File: src/rtl/psr_icc_unit.sv
// psr_icc_unit: processor state register (icc, PIL, S, PS, ET, CWP) and
// window invalid mask, fed by the ALU flags. Also evaluates the Bicc
// conditions and returns the registered carry to the ALU.
// Optional macro PSR_ICC_BYPASS_EN: forward n_in..c_in straight to
// cond_true/carry_out in the cycle icc_we is asserted.
module psr_icc_unit #(
  parameter int unsigned NWINDOWS = 8,
  parameter logic [7:0]  IMPL_VER = 8'h00
) (
  input  logic                clk,
  input  logic                reset,
  input  logic                icc_we,
  input  logic                n_in,
  input  logic                z_in,
  input  logic                v_in,
  input  logic                c_in,
  input  logic                save,
  input  logic                restore,
  input  logic                trap_take,
  input  logic                rett,
  input  logic                wrpsr_we,
  input  logic [31:0]         wrpsr_data,
  input  logic                wrwim_we,
  input  logic [NWINDOWS-1:0] wrwim_data,
  input  logic [3:0]          cond,
  output logic [31:0]         psr_out,
  output logic [NWINDOWS-1:0] wim_out,
  output logic [4:0]          cwp_out,
  output logic                carry_out,
  output logic                cond_true,
  output logic                win_overflow,
  output logic                win_underflow,
  output logic                priv_err,
  output logic                error_mode
);

  localparam logic [4:0] CWP_MAX = 5'(NWINDOWS - 1);
  localparam logic [5:0] NWIN6   = 6'(NWINDOWS);

  typedef enum logic [2:0] {
    ACT_NONE,
    ACT_TRAP,
    ACT_RETT,
    ACT_WRPSR,
    ACT_SAVE,
    ACT_RESTORE
  } action_t;

  action_t             action;
  logic [3:0]          icc, icc_n;
  logic [3:0]          pil, pil_n;
  logic                s, s_n, ps, ps_n, et, et_n;
  logic [4:0]          cwp, cwp_n;
  logic [NWINDOWS-1:0] wim, wim_n;
  logic                em_n, ovf_n, unf_n, perr_n;
  logic [4:0]          cwp_dec, cwp_inc;
  logic [NWINDOWS-1:0] dec_sel, inc_sel;
  logic                dec_blocked, inc_blocked;
  logic                wrpsr_bad, wrpsr_ok;
  logic [3:0]          icc_eff;
  logic                base_true;
  logic                unused_wrpsr_bits;

  assign unused_wrpsr_bits = ^{wrpsr_data[31:24], wrpsr_data[19:12]};

  assign cwp_dec     = (cwp == 5'd0) ? CWP_MAX : cwp - 5'd1;
  assign cwp_inc     = (cwp == CWP_MAX) ? 5'd0 : cwp + 5'd1;
  assign dec_sel     = NWINDOWS'(1) << cwp_dec;
  assign inc_sel     = NWINDOWS'(1) << cwp_inc;
  assign dec_blocked = |(wim & dec_sel);
  assign inc_blocked = |(wim & inc_sel);
  assign wrpsr_bad   = !s || ({1'b0, wrpsr_data[4:0]} >= NWIN6);
  assign wrpsr_ok    = (action == ACT_WRPSR) && !wrpsr_bad;

  // Pick the single window/PSR action for this cycle by priority.
  always_comb begin
    action = ACT_NONE;
    if (trap_take)              action = ACT_TRAP;
    else if (rett)              action = ACT_RETT;
    else if (wrpsr_we)          action = ACT_WRPSR;
    else if (save && !restore)  action = ACT_SAVE;
    else if (restore && !save)  action = ACT_RESTORE;
  end

  // Next-state computation for PSR fields, WIM and the error pulses.
  always_comb begin
    icc_n  = icc;
    pil_n  = pil;
    s_n    = s;
    ps_n   = ps;
    et_n   = et;
    cwp_n  = cwp;
    wim_n  = wim;
    em_n   = error_mode;
    ovf_n  = 1'b0;
    unf_n  = 1'b0;
    perr_n = 1'b0;

    unique case (action)
      ACT_TRAP: begin
        if (!et) begin
          em_n = 1'b1;
        end else begin
          cwp_n = cwp_dec;
          ps_n  = s;
          s_n   = 1'b1;
          et_n  = 1'b0;
        end
      end
      ACT_RETT: begin
        if (et || !s) begin
          perr_n = 1'b1;
        end else if (inc_blocked) begin
          unf_n = 1'b1;
        end else begin
          cwp_n = cwp_inc;
          s_n   = ps;
          et_n  = 1'b1;
        end
      end
      ACT_WRPSR: begin
        if (wrpsr_bad) begin
          perr_n = 1'b1;
        end else begin
          pil_n = wrpsr_data[11:8];
          s_n   = wrpsr_data[7];
          ps_n  = wrpsr_data[6];
          et_n  = wrpsr_data[5];
          cwp_n = wrpsr_data[4:0];
        end
      end
      ACT_SAVE: begin
        if (dec_blocked) ovf_n = 1'b1;
        else             cwp_n = cwp_dec;
      end
      ACT_RESTORE: begin
        if (inc_blocked) unf_n = 1'b1;
        else             cwp_n = cwp_inc;
      end
      default: ;
    endcase

    // An accepted WRPSR owns icc; otherwise the ALU flags load independently.
    if (wrpsr_ok)    icc_n = wrpsr_data[23:20];
    else if (icc_we) icc_n = {n_in, z_in, v_in, c_in};

    if (wrwim_we) wim_n = wrwim_data;
  end

  // State register with synchronous reset.
  always_ff @(posedge clk) begin
    if (reset) begin
      icc           <= '0;
      pil           <= '0;
      s             <= 1'b1;
      ps            <= 1'b0;
      et            <= 1'b0;
      cwp           <= '0;
      wim           <= '0;
      error_mode    <= 1'b0;
      win_overflow  <= 1'b0;
      win_underflow <= 1'b0;
      priv_err      <= 1'b0;
    end else begin
      icc           <= icc_n;
      pil           <= pil_n;
      s             <= s_n;
      ps            <= ps_n;
      et            <= et_n;
      cwp           <= cwp_n;
      wim           <= wim_n;
      error_mode    <= em_n;
      win_overflow  <= ovf_n;
      win_underflow <= unf_n;
      priv_err      <= perr_n;
    end
  end

`ifdef PSR_ICC_BYPASS_EN
  assign icc_eff = (icc_we && !wrpsr_ok) ? {n_in, z_in, v_in, c_in} : icc;
`else
  assign icc_eff = icc;
`endif

  // Bicc condition evaluation; cond[3] inverts the base test.
  always_comb begin
    base_true = 1'b0;
    unique case (cond[2:0])
      3'd0: base_true = 1'b0;
      3'd1: base_true = icc_eff[2];
      3'd2: base_true = icc_eff[2] | (icc_eff[3] ^ icc_eff[1]);
      3'd3: base_true = icc_eff[3] ^ icc_eff[1];
      3'd4: base_true = icc_eff[0] | icc_eff[2];
      3'd5: base_true = icc_eff[0];
      3'd6: base_true = icc_eff[3];
      3'd7: base_true = icc_eff[1];
      default: base_true = 1'b0;
    endcase
  end

  assign cond_true = cond[3] ^ base_true;
  assign carry_out = icc_eff[0];
  assign psr_out   = {IMPL_VER, icc, 8'h00, pil, s, ps, et, cwp};
  assign wim_out   = wim;
  assign cwp_out   = cwp;

endmodule

File: config.mk
export PLATFORM = sky130hd
export DESIGN_NAME = psr_icc_unit
export DESIGN_NICKNAME = d
export VERILOG_FILES = /design/src/rtl/psr_icc_unit.sv
export SDC_FILE = /design/constraint.sdc
export NUM_CORES = 1
export LEC_CHECK = 0
export BUFFER_PORTS_ARGS = -buffer_cell sky130_fd_sc_hd__buf_2
export CAP_MARGIN = 25
export CORE_ASPECT_RATIO = 0.75
export CORE_MARGIN = 2
export CORE_UTILIZATION = 45
export DETAILED_ROUTE_END_ITERATION = 10
export PLACE_DENSITY = 0.8
export SLEW_MARGIN = 20
export SYNTH_ARGS = -nofsm -noshare
export SYNTH_HDL_FRONTEND = slang
export SYNTH_SLANG_ARGS = --single-unit
File: constraint.sdc
create_clock -name clk -period 3.1 [get_ports clk]
set_clock_uncertainty 0.15 [all_clocks]
set_input_delay 0.155 -clock clk [delete_from_list [all_inputs] [get_ports clk]]
set_output_delay 0.155 -clock clk [all_outputs]
set_load 0.01 [all_outputs]
* Yosys cells after proc, flatten, opt, wreduce, memory -nomap -nowiden
Index checks and enable logic that the tools add are counted.
** Operators by class
- Bitwise operators :: 9
- $lt $le $gt $ge :: 1
- Equal/unequal tests :: 18
- Reduce and logical (&&, ||, !) cells :: 24
- Shifts and indexed selects :: 2
- Add/subtract/negate cells :: 2
- Multiplexer cells :: 35
** Operators with widths (count)
- 5-bit two-way mux :: 7
- 5-bit case mux with 5 select lines :: 1
- 3-bit equality test (second input constant) :: 6
- 8-bit AND :: 2
- 8-bit OR reduction :: 2
- 1-bit by 5-bit left shift with 8-bit output (first input constant) :: 2
- 3-bit two-way mux :: 5
- 1-bit two-way mux :: 14
- 3-bit by 2-bit equality test with 1-bit output (second input constant) :: 4
- 2-bit != test (second input constant) :: 5
- 5-bit AND reduction :: 2
- 4-bit two-way mux :: 2
- 1-bit case mux with 8 select lines :: 1
- 3-bit by 1-bit equality test with 1-bit output (second input constant) :: 2
- 1-bit case mux with 2 select lines :: 3
- 1-bit case mux with 3 select lines :: 2
- 5-bit by 1-bit adder with 5-bit output (second input constant) :: 1
- 5-bit by 3-bit equality test with 1-bit output (second input constant) :: 1
- 5-bit by 4-bit >= comparator with 1-bit output (second input constant) :: 1
- 5-bit logical NOT :: 1
- 5-bit nonzero test :: 1
- 5-bit by 1-bit subtractor with 5-bit output (second input constant) :: 1
- 1-bit logical NOT :: 4
- 2-bit AND reduction :: 2
- other kinds (11) :: 19
** Word-level totals
- Output and inout port bits :: 51
- Word-level logic and storage cells :: 102
- Register bits :: 28
- Input port bits :: 57

* Logic depth before layout (Yosys ltp)
- Depth in word-level cells :: 10
- Depth in mapped cells :: 10
- Mapped depth without buffers :: 9

* Worst setup path after synthesis
No wires, ideal clock.
- Kind :: reg2reg
- Start :: reg cwp[0] (netlist: cwp_out[0])
- End :: reg cwp[4] (netlist: cwp_out[4])
- Period minus slack after synthesis :: 2941 ps
- Stages on the path, launching flop included :: 11
- Required time :: 2864 ps
- Arrival time :: 2706 ps
- Slack :: 159 ps
- Path through :: dfxtp_1 -> buf_2 -> inv_1 -> ha_1 -> or2_2 -> o21ai_1 -> mux2_2 -> o21a_1 -> a2111oi_4 -> nor2_1 -> a211oi_1
** Between the ends
- Word-level cells in the longest chain between the ends :: 8
- Elaborated cells on any way between the ends :: 19
- Classes of those cells :: add/sub: 2; eq/ne: 2; shift: 2; mux: 7; bitwise: 2; reduce/logical: 4
** Ends and longest elaborated chain
- start, declared :: line 53 : logic [4:0] cwp, cwp_n;
- start signal, assigned :: line 170 : cwp <= cwp_n;
- 5-bit by 1-bit adder with 5-bit output / 5-bit by 3-bit equality test with 1-bit output (equally long branches) :: line 67 : assign cwp_inc = (cwp == CWP_MAX) ? 5'd0 : cwp + 5'd1;
- 5-bit two-way mux :: line 67
- 1-bit by 5-bit left shift with 8-bit output :: line 69 : assign inc_sel = NWINDOWS'(1) << cwp_inc;
- 8-bit AND :: line 71 : assign inc_blocked = |(wim & inc_sel);
- 8-bit OR reduction :: line 71
- 5-bit two-way mux :: line 113, 137
- 5-bit two-way mux :: line 111 : if (et || !s) begin
- 5-bit case mux with 5 select lines :: line 99 : unique case (action)
Parallel ways exist; a longest one is shown, timed or not. The select of a mux whose other input is x is not followed.
A chain may end at the register's enable or synchronous reset.

* Worst setup path after layout
- Start :: reg cwp[1] (netlist: cwp_out[1])
- End :: reg cwp[1] (netlist: cwp_out[1])
The elaborated chain is that of the path after synthesis.

==> run_results.csv <==
group,metric,value,unit
outcome,status,"finished, final reports clean",
power,ir_worst_vdd,0.294,mV
placed_design,dp_hpwl,3.85,mm
sta,tns,0,ns
grt,antenna_found_initial,0,
sta,min_period_over_period,94.7,%
placed_design,io_buffers,75,
critical_path,critPathRequiredTime,3.15,ns
floorplan,rows,21,
floorplan,die_area,5090,um2
layout,area_growth,26.6,%
floorplan,start_util,46.1,%
logic_synthesis,synthCells,250,
logic_synthesis,synth_top_cells_by_count,"39 x nor2_1, 28 x dfxtp_1, 25 x buf_4",
detailed_routing,drc,0,
layout,finalInstanceArea,2580,um2
logic_synthesis,synth_seq_cells,28,
sta,min_period,2.94,ns
layout,drive_gt1_share,30.3,%
run,cap_violations,0,
critical_path,worst-path-buf-inv,1,
placed_design,globalplace.congestion,0.896,
logic_synthesis,synthTopCellsByArea,"dfxtp_1 28%, mux2i_1 11%, buf_4 9.2%, nor2_1 7.2%, a21oi_1 3.2%",
clock_tree,cts.clk_slew.worst_paths,0.10,ns
logic_synthesis,ys_types,53,
logic_synthesis,synth-edff-count,0,
detailed_routing,firstDrtPassIters,4,
power,p_sw,414,uW
critical_path,crit_path_end_kind,"flip-flop",
critical_path,crit_chain,"inv_1 > ha_2 > mux4_2 > a22oi_2 > o221ai_2 > or4_1 > o31ai_1",
grt,overflow,0,
power,swShare,34.9,%
detailed_routing,drt-initial-drc-count,231,
grt,track_usage,21.0,%
sta,finalMaxSlewViolations,0,
detailed_routing,vias,2069,
detailed_routing,viasPerCell,5.35,
critical_path,critPathLaunchType,"flip-flop",
critical_path,crit_fanout,9,
clock_tree,htreeDepth,1,
logic_synthesis,yosys.area.top_type,"dfxtp_1",
power,clockPowerShare,24.7,%
floorplan,die_h,62.3,um
logic_synthesis,synthFlopType,"dfxtp_1",
clock_tree,clkSinkCount,28,
detailed_routing,detail_route.wl_per_cell,13.7,um
placed_design,dpl_cell_area,2330,um2
sta,rsz0062_at_grt,"no",
power,pwr-share-comb,39.9,%
clock_tree,cts_root_buf,"clkbuf_8",
critical_path,cp_top_family,"simple AND/OR/NAND/NOR gates",
detailed_routing,drt-total-wl,5.30,mm
layout,final_core_util,58.4,%
hold_path,hold_class,"in2reg",
sta,finalHoldViolCount,0,
sta,fmax,0.341,GHz
floorplan,num_io_pins,108,
floorplan,coreArea,4410,um2
logic_synthesis,synth_area,2040,um2
layout,diodes,0,
critical_path,critPathKind,"reg2reg",
layout,final_nets,392,
sta,tightest_slew,0.592,ns
grt,grt_max_degree,30,
sta,setup_ws,0.165,ns
logic_synthesis,synth_most_common_cell,"nor2_1",
sta,setup_viol_count_final,0,
power,power_density,460,nW/um2
clock_tree,numCtsBuffers,3,
power,power.leakage,1.24,nW
logic_synthesis,synth-seq-area-share,27.5,%
logic_synthesis,yosysWarningCount,0,
power,intPower,773,uW
grt,grt_pass1_wl,8.46,mm
clock_tree,cts_buffer_depth,2,
grt,grt_pass1_vias,1830,
layout,num-fill-cells,412,
placed_design,pre_cts_slack,0.131,ns
logic_synthesis,synth_area_per_cell,8.15,um2
clock_tree,cts_tree,"yes",
critical_path,cp_slowest_cell,"or4_1",
floorplan,fp.dieW,81.7,um
critical_path,cp.arrival,2.98,ns
logic_synthesis,async_flop_share,0,%
critical_path,slowest_delay,0.55,ns
detailed_routing,ant_nets,0,
logic_synthesis,yosys.area.top_type_share,27.5,%
power,p_seq_share,35.4,%
sta,slew_headroom,60.3,%
clock_tree,clk_latency,0.28,ns
==> tightest hold or removal path, delay by kind of cell <==
kind                   cells  cell delay (ns)
buffers and inverters      1             0.10
and+or+nand+nor            1             0.10
AOI/OAI and AO/OA          1             0.05
==> cells by family after synthesis <==
logic type / after synthesis / share of synthesized area [%]
AO/OA/AOI/OAI: 62 / 22.2
XOR/XNOR: 3 / 1.29
adder cells (fa/ha/maj): 4 / 2.46
buffers and inverters: 48 / 14.1
flip-flops: 28 / 27.5
multiplexers: 26 / 14.1
other: 1 / 0.184
AND/OR/NAND/NOR: 78 / 18.2
==> sequential cells by signal (all words and copies together), names as in the netlist <==
name           count
cwp_out            5
error_mode         1
et                 1
icc                4
pil                4
priv_err           1
ps                 1
s                  1
wim_out            8
win_overflow       1
win_underflow      1
==> power by group through the flow <==
stage	clock network [mW]	logic (mW)	registers (mW)
after floorplan	0	0.342	0.431
after global placement	0	0.435	0.426
after detailed placement	0	0.447	0.428
after CTS	0.298	0.464	0.420
after global routing	0.307	0.518	0.426
final	0.293	0.474	0.420
==> per-layer routing <==
metal / up-vias / share of wire, % / GRT usage (%)
li1: 1012 / - / -
met2: 90 / 48 / 34.0
met4: 0 / 1.0 / 4.58
met1: 961 / 44 / 28.0
met5: - / 0 / 0
met3: 6 / 7.3 / 5.52
==> worst paths after layout <==
kind	slack, ns	to	cells past startpoint	start
worst max-delay path	0.16	cwp_out[1]	7	cwp_out[1]
worst max register to register	0.16	cwp_out[1]	7	cwp_out[1]
worst min-delay path	0.01	icc[1]	3	wrpsr_data[21]
worst min register to register	0.34	error_mode	2	error_mode
==> layout by cell type (no fill, tap or decap), types with 4 or more instances in the layout <==
cell type      Yosys  final
nand3_1            5      5
inv_1             11     11
a211oi_1           8      8
nand2_1           12     12
mux2i_1           23     23
conb_1             1     16
a21oi_1           13     13
o21ai_0           10     10
buf_2              3     75
dfxtp_1           28     28
a221oi_1           5      5
dlygate4sd3_1      0     15
o22ai_1            4      4
buf_4             25      8
nor2_1            39     39
==> area by class of cell <==
class / instances / area (um2) / share of cell area, %
multi-input combinational: 189 / 1250 / 48.4
timing repair buffer: 98 / 586 / 22.7
sequential: 28 / 561 / 21.7
tap: 57 / 71.3 / 2.77
clock buffer: 3 / 41.3 / 1.60
inverter: 11 / 41.3 / 1.60
clock inverter: 1 / 30.0 / 1.16
==> per-stage QoR <==
stage	hold slack [ns]	power [mW]	std cells
floorplan	0.149	0.773	265
global placement	0.233	0.861	365
detailed placement	0.246	0.875	365
CTS	0.00698	1.18	384
global route	0.0549	1.25	387
finish	0.0101	1.19	387
==> timing repair <==
| action | in CTS | in global routing |
|---|---|---|
| resized for setup | 0 | 1 |
| hold endpoints to repair | 15 | 0 |
| setup buffers | 0 | 3 |
| hold buffers | 15 | 0 |
| setup endpoints to repair | 0 | 3 |
No activity file was read; power rests on OpenSTA's default activity.
